<file path="config.mk">
export PLATFORM = sky130hd
export DESIGN_NAME = operand_bypass_stage
export DESIGN_NICKNAME = d
export VERILOG_FILES = /design/src/rtl/operand_bypass_stage_pkg.sv /design/src/rtl/operand_bypass_stage_fwd_select.sv /design/src/rtl/operand_bypass_stage.sv
export SDC_FILE = /design/constraint.sdc
export NUM_CORES = 1
export LEC_CHECK = 0
export ABC_AREA = 1
export ABC_CLOCK_PERIOD_IN_PS = 2650
export CORE_AREA = 2 2 294 296
export DETAILED_ROUTE_END_ITERATION = 6
export DIE_AREA = 0 0 296 298
export PLACE_DENSITY = 0.55
export SYNTH_ARGS = -nofsm -noshare
export SYNTH_HDL_FRONTEND = slang
export SYNTH_SLANG_ARGS = --single-unit
</file>
<file path="constraint.sdc">
create_clock -name clk_i -period 2.65 [get_ports clk_i]
set_input_delay 0.53 -clock clk_i [delete_from_list [all_inputs] [get_ports clk_i]]
set_output_delay 0.53 -clock clk_i [all_outputs]
set_load 0.01 [all_outputs]
</file>
<file path="src/rtl/operand_bypass_stage_pkg.sv">
// Shared types for the ID->EX operand bypass stage: operand-select encodings and
// a structured view of one forwarding source.
package operand_bypass_stage_pkg;

    localparam int unsigned XlenDefault   = 64;
    localparam int unsigned NumFwdDefault = 3;
    localparam int unsigned RegAwDefault  = 5;

    // Operand A select; ASEL0 and ASEL3 both yield zero.
    typedef enum logic [1:0] {
        ASEL0    = 2'd0,
        ASEL_REG = 2'd1,
        ASEL_PC  = 2'd2,
        ASEL3    = 2'd3
    } alu_asel_op_enum;

    // Operand B select; BSEL0 and BSEL3 both yield zero.
    typedef enum logic [1:0] {
        BSEL0    = 2'd0,
        BSEL_REG = 2'd1,
        BSEL_IMM = 2'd2,
        BSEL3    = 2'd3
    } alu_bsel_op_enum;

    // One in-flight register writer as seen by the bypass network.
    typedef struct packed {
        logic                    valid;
        logic [RegAwDefault-1:0] rd;
        logic [XlenDefault-1:0]  data;
        logic                    data_rdy;
    } fwd_src_t;

    // True when an operand select actually consumes the register value.
    function automatic logic asel_uses_rs1(input alu_asel_op_enum asel);
        return asel == ASEL_REG;
    endfunction

    function automatic logic bsel_uses_rs2(input alu_bsel_op_enum bsel, input logic use_rs2);
        return (bsel == BSEL_REG) || use_rs2;
    endfunction

endpackage

</file>
<file path="src/rtl/operand_bypass_stage_fwd_select.sv">
// Priority pick of one register operand from the in-flight writers. Source 0 is the
// youngest and wins; x0 always reads zero and is never forwarded or pending.
module fwd_select #(
    parameter int unsigned XLEN    = 64,
    parameter int unsigned NUM_FWD = 3,
    parameter int unsigned REG_AW  = 5
) (
    input  logic [REG_AW-1:0]         idx_i,
    input  logic [XLEN-1:0]           rf_val_i,
    input  logic [NUM_FWD-1:0]        fwd_valid_i,
    input  logic [NUM_FWD*REG_AW-1:0] fwd_rd_i,
    input  logic [NUM_FWD*XLEN-1:0]   fwd_data_i,
    input  logic [NUM_FWD-1:0]        fwd_data_rdy_i,
    output logic [XLEN-1:0]           value_o,
    output logic                      pending_o
);

    // Walk oldest to youngest so the youngest match overwrites and wins.
    always_comb begin
        value_o   = rf_val_i;
        pending_o = 1'b0;
        for (int i = int'(NUM_FWD) - 1; i >= 0; i--) begin
            if (fwd_valid_i[i] && (fwd_rd_i[i*REG_AW +: REG_AW] == idx_i)) begin
                value_o   = fwd_data_i[i*XLEN +: XLEN];
                pending_o = ~fwd_data_rdy_i[i];
            end
        end
        if (idx_i == '0) begin
            value_o   = '0;
            pending_o = 1'b0;
        end
    end

endmodule

</file>
<file path="src/rtl/operand_bypass_stage.sv">
// Registered ID->EX operand stage: forwards rs1/rs2 from in-flight writers, builds
// ALU operands A/B and store data, stalls on load-use, and holds one entry in a
// valid/ready pipeline register.
module operand_bypass_stage
    import operand_bypass_stage_pkg::*;
#(
    parameter int unsigned XLEN    = 64,
    parameter int unsigned NUM_FWD = 3,
    parameter int unsigned REG_AW  = 5
) (
    input  logic                      clk_i,
    input  logic                      rstn_i,
    input  logic                      flush_i,
    input  logic                      in_valid_i,
    output logic                      in_ready_o,
    input  logic [XLEN-1:0]           in_pc_i,
    input  logic [XLEN-1:0]           in_imm_i,
    input  logic [REG_AW-1:0]         in_rs1_idx_i,
    input  logic [REG_AW-1:0]         in_rs2_idx_i,
    input  logic [XLEN-1:0]           in_rs1_val_i,
    input  logic [XLEN-1:0]           in_rs2_val_i,
    input  alu_asel_op_enum           in_asel_i,
    input  alu_bsel_op_enum           in_bsel_i,
    input  logic                      in_use_rs2_i,
    input  logic [NUM_FWD-1:0]        fwd_valid_i,
    input  logic [NUM_FWD*REG_AW-1:0] fwd_rd_i,
    input  logic [NUM_FWD*XLEN-1:0]   fwd_data_i,
    input  logic [NUM_FWD-1:0]        fwd_data_rdy_i,
    output logic                      out_valid_o,
    input  logic                      out_ready_i,
    output logic [XLEN-1:0]           out_a_o,
    output logic [XLEN-1:0]           out_b_o,
    output logic [XLEN-1:0]           out_store_o,
    output logic [XLEN-1:0]           out_pc_o
);

    logic [XLEN-1:0] rs1_fwd, rs2_fwd;
    logic            rs1_pending, rs2_pending;
    logic [XLEN-1:0] op_a, op_b;
    logic            hazard, accept;

    logic            valid_q, valid_d;
    logic [XLEN-1:0] a_q, a_d;
    logic [XLEN-1:0] b_q, b_d;
    logic [XLEN-1:0] store_q, store_d;
    logic [XLEN-1:0] pc_q, pc_d;

    fwd_select #(
        .XLEN    (XLEN),
        .NUM_FWD (NUM_FWD),
        .REG_AW  (REG_AW)
    ) u_fwd_rs1 (
        .idx_i          (in_rs1_idx_i),
        .rf_val_i       (in_rs1_val_i),
        .fwd_valid_i    (fwd_valid_i),
        .fwd_rd_i       (fwd_rd_i),
        .fwd_data_i     (fwd_data_i),
        .fwd_data_rdy_i (fwd_data_rdy_i),
        .value_o        (rs1_fwd),
        .pending_o      (rs1_pending)
    );

    fwd_select #(
        .XLEN    (XLEN),
        .NUM_FWD (NUM_FWD),
        .REG_AW  (REG_AW)
    ) u_fwd_rs2 (
        .idx_i          (in_rs2_idx_i),
        .rf_val_i       (in_rs2_val_i),
        .fwd_valid_i    (fwd_valid_i),
        .fwd_rd_i       (fwd_rd_i),
        .fwd_data_i     (fwd_data_i),
        .fwd_data_rdy_i (fwd_data_rdy_i),
        .value_o        (rs2_fwd),
        .pending_o      (rs2_pending)
    );

    // Operand muxes; unused encodings feed zero.
    always_comb begin
        op_a = '0;
        op_b = '0;
        case (in_asel_i)
            ASEL_REG: op_a = rs1_fwd;
            ASEL_PC:  op_a = in_pc_i;
            default:  op_a = '0;
        endcase
        case (in_bsel_i)
            BSEL_REG: op_b = rs2_fwd;
            BSEL_IMM: op_b = in_imm_i;
            default:  op_b = '0;
        endcase
    end

    // Stall only when an operand that is actually consumed waits on a pending load.
    always_comb begin
        hazard = (asel_uses_rs1(in_asel_i) && rs1_pending) ||
                 (bsel_uses_rs2(in_bsel_i, in_use_rs2_i) && rs2_pending);
        in_ready_o = ~hazard && (~valid_q || out_ready_i) && ~flush_i;
        accept     = in_valid_i && in_ready_o;
    end

    // Next state of the pipeline register; flush kills the entry but keeps old data.
    always_comb begin
        valid_d = valid_q;
        a_d     = a_q;
        b_d     = b_q;
        store_d = store_q;
        pc_d    = pc_q;
        if (flush_i) begin
            valid_d = 1'b0;
        end else if (accept) begin
            valid_d = 1'b1;
            a_d     = op_a;
            b_d     = op_b;
            store_d = rs2_fwd;
            pc_d    = in_pc_i;
        end else if (out_ready_i) begin
            valid_d = 1'b0;
        end
    end

    // Pipeline register with synchronous active-low reset.
    always_ff @(posedge clk_i) begin
        if (!rstn_i) begin
            valid_q <= 1'b0;
            a_q     <= '0;
            b_q     <= '0;
            store_q <= '0;
            pc_q    <= '0;
        end else begin
            valid_q <= valid_d;
            a_q     <= a_d;
            b_q     <= b_d;
            store_q <= store_d;
            pc_q    <= pc_d;
        end
    end

    assign out_valid_o = valid_q;
    assign out_a_o     = a_q;
    assign out_b_o     = b_q;
    assign out_store_o = store_q;
    assign out_pc_o    = pc_q;

endmodule

</file>
==> results of run 1 <==
-- routing by layer --
| metal | share of wire, % | GRT usage, % | up-vias |
|---|---|---|---|
| li1 | - | - | 11300 |
| met1 | 39 | 26.4 | 10700 |
| met2 | 47 | 38.9 | 1022 |
| met3 | 8.6 | 5.83 | 235 |
| met4 | 5.1 | 11.4 | 22 |
| met5 | 0.15 | 0 | - |
-- sequential cells by signal, summed over array words and instances (netlist names) --
register and count:
out_valid_o 1, out_store_o 64, out_b_o 64, out_pc_o 64, out_a_o 64
-- cells by family (layout without fill, tap and decap cells) --
kind of cell | count (synthesis) | after routing | synth area share, %
and+or+nand+nor | 1838 | 1838 | 42.2
AOI/OAI and AO/OA | 478 | 478 | 13.9
DFF | 257 | 257 | 29.9
adders and majority gates | 4 | 4 | 0.290
buffers and inverters | 590 | 1365 | 13.6
other | 0 | 18 | 0
xor gates and xnor gates | 3 | 3 | 0.152
-- synth_stat cells --
| library cell | number | area, um2 |
|---|---|---|
| ha_1 | 4 | 50.1 |
| inv_2 | 6 | 22.5 |
| nor2_4 | 2 | 22.5 |
| o211ai_1 | 2 | 15.0 |
| dfxtp_1 | 257 | 5140 |
| buf_1 | 36 | 135 |
| o21ai_0 | 82 | 410 |
| nand4_2 | 1 | 12.5 |
| a21oi_1 | 389 | 1950 |
| xor2_1 | 1 | 8.76 |
| buf_6 | 1 | 11.3 |
| nand4_1 | 2 | 12.5 |
| nand3_1 | 264 | 1320 |
| buf_2 | 45 | 225 |
| o21ai_1 | 5 | 25.0 |
| nor2_1 | 564 | 2120 |
| nand2_1 | 1001 | 3760 |
| inv_1 | 363 | 1360 |
| clkbuf_1 | 122 | 458 |
| nand3_2 | 1 | 10.0 |
| nor3_1 | 1 | 5.00 |
| buf_4 | 17 | 128 |
| xnor2_1 | 2 | 17.5 |
| nand3b_1 | 2 | 15.0 |
-- how the worst max path moves through the flow --
stage	from	end	slack (ns)	cells past startpoint
CTS	in_rs1_idx_i[0]	in_ready_o	0.005	13
detailed placement	in_rs1_idx_i[0]	in_ready_o	-0.52	13
floorplan	in_rs1_idx_i[4]	out_store_o[55]$_SDFFE_PN0P_	0.58	13
finish	in_rs2_idx_i[3]	in_ready_o	0.15	12
global route	in_rs2_idx_i[3]	in_ready_o	0.06	12
global placement	in_rs1_idx_i[0]	in_ready_o	-0.52	13
-- through the flow --
| step | cell area [um2] | setup slack, ns |
|---|---|---|
| after floorplan | 17200 | 0.584 |
| after global placement | 27400 | -0.519 |
| after detailed placement | 27400 | -0.521 |
| after CTS | 28500 | 0.00455 |
| after global routing | 28600 | 0.0619 |
| final | 28600 | 0.149 |
-- layout by cell type, fill, tap and decap left out, types with 7 or more instances in the layout --
| cell | instances |
|---|---|
| a21oi_1 | 386 |
| buf_12 | 55 |
| buf_4 | 132 |
| clkbuf_1 | 14 |
| clkbuf_16 | 37 |
| clkdlybuf4s50_1 | 717 |
| dfxtp_1 | 257 |
| diode_2 | 18 |
| dlygate4sd2_1 | 19 |
| inv_1 | 361 |
| nand2_1 | 996 |
| nand3_1 | 257 |
| nor2_1 | 553 |
| nor2_4 | 7 |
| o21ai_0 | 80 |
-- timing repair --
item                       in CTS  in global routing
setup endpoints to repair       1                 11
gates resized for setup        40                 18
setup buffers                   8                  1
cloned                          0                  0
pin swaps                      10                  7
-- worst max-delay path, cell delays in order --
cell	delay (ns)
dlygate4sd2_1	0.27
buf_6	0.14
xor2_1	0.13
nor2_1	0.16
nand2_1	0.11
nor2_4	0.13
nor2_1	0.06
nand2_1	0.09
nand2_2	0.07
nand3_2	0.09
inv_1	0.05
buf_2	0.13
-- report_power, final --
group / internal, mW / total, mW / switching (mW)
logic: 1.66 / 3.46 / 1.80
clock network: 2.78 / 4.76 / 1.98
registers: 4.06 / 4.16 / 0.104
-- final cells by class --
cell class	instances	area (um2)
inverters	369	1390
repair buffers	935	9560
multi-input cells	2323	9950
flip-flops and latches	257	5140
well taps	1144	1430
diodes	18	45.0
clock inverters	6	65.1
fillers	9485	56300
clock buffers	55	1030
==> impl_metrics.toml, run 1 <==
[yosys]
ys_warn_count = 0
synth.net_count = 3663
postSynthCellCount = 3170
avgSynthCellArea_um2 = 5.44
ys_seq_area_share_pct = 29.9
netlist_area_um2 = 17200
yosysUniqueCellTypes = 24
synth_seq_cells = 257

[pwr]
leakage_nw = 12.8
finalPower_mw = 12.4
ir_worst_vdd_mv = 0.458
power.density_nw_per_um2 = 433

[place]
place.port_buffers = 746
place_inst = 5019
gp_congestion = 0.916
hpwlAfterDp_um = 78100

[drt]
dr_total_vias = 23300
initialDrtViolationCount = 1445
ant_nets = 0
routed_via_density = 4.56
wire_per_inst_um = 20.5
drtPass1Iterations = 5
route.detailed.drc = 0
drt_wl_total_um = 105000

[setup_path]
r2r_cells = 10
r2r_start = "out_valid_o$_SDFFE_PP0P_"
setup.worst_path.end_class = "primary output"
r2r-end = "out_a_o[13]$_SDFFE_PN0P_"
r2r_setup_slack_ns = 0.65
worstSetupPathType = "primary input to primary output"
cp-start-kind = "primary input"
arrival_ns = 1.97
cp_max_fo = 4
worst_ep_required_time_ns = 2.12

[finish]
fin_nets = 4415
stdcell_count = 5107
area_delta_synth_final_pct = 66.1
fin_util_pct = 33.7
drive_gt1_share_pct = 7.15

[global_route]
track_usage_pct = 22.8
grt_pass1_wl_um = 150000
grt_max_degree = 77
overflow = 0
grt_pass1_vias = 22700
antenna_found_initial = 29

[hold_path]
hold_path_depth = 3
min_path_type = "primary input to register"
hp-start = "rstn_i"
min_to = "out_store_o[52]$_SDFFE_PN0P_"

[sta]
slew_headroom_pct = 56.8
setup_tns_ns = 0
max_freq_mhz = 400
finalCriticalPeriod_ns = 2.50
drv_slew = 0
setup_viol = 0
tightest_slew_ns = 0.648
fin_crit_sh_pct = 94.4
hold_violations = 0
rsz0062_at_grt = "false"
hold_slack_ns = 0.355
finalClockSkew_ns = 0.0158

[flow_run]
maxCapViolCount = 0

[clock_network]
ctsHoldBuffers = 0
cts_tree = "yes"
cts_root_buf = "clkbuf_16"
cts_buffer_depth = 3
cts.sinks = 257
cts_buffers = 36
clkSlewWorstSetupHoldPaths_ns = 0.06
h-tree-depth = 2
clock_latency_ns = 0.55

[die]
die_w_um = 296
core_um2 = 84900
initial_core_util_pct = 20.3
die_y_um = 298
dieArea_um2 = 88200
rows = 107
io_pins = 747

[outcome]
status = "finished clean"
(Power assumes the default switching activity.)
==> run 2, diff against run 1 <==
Settings changed: CAP_MARGIN set to 20.
==> results of run 2 <==
Final layout, timing and power as in run 1 (identical DEF).
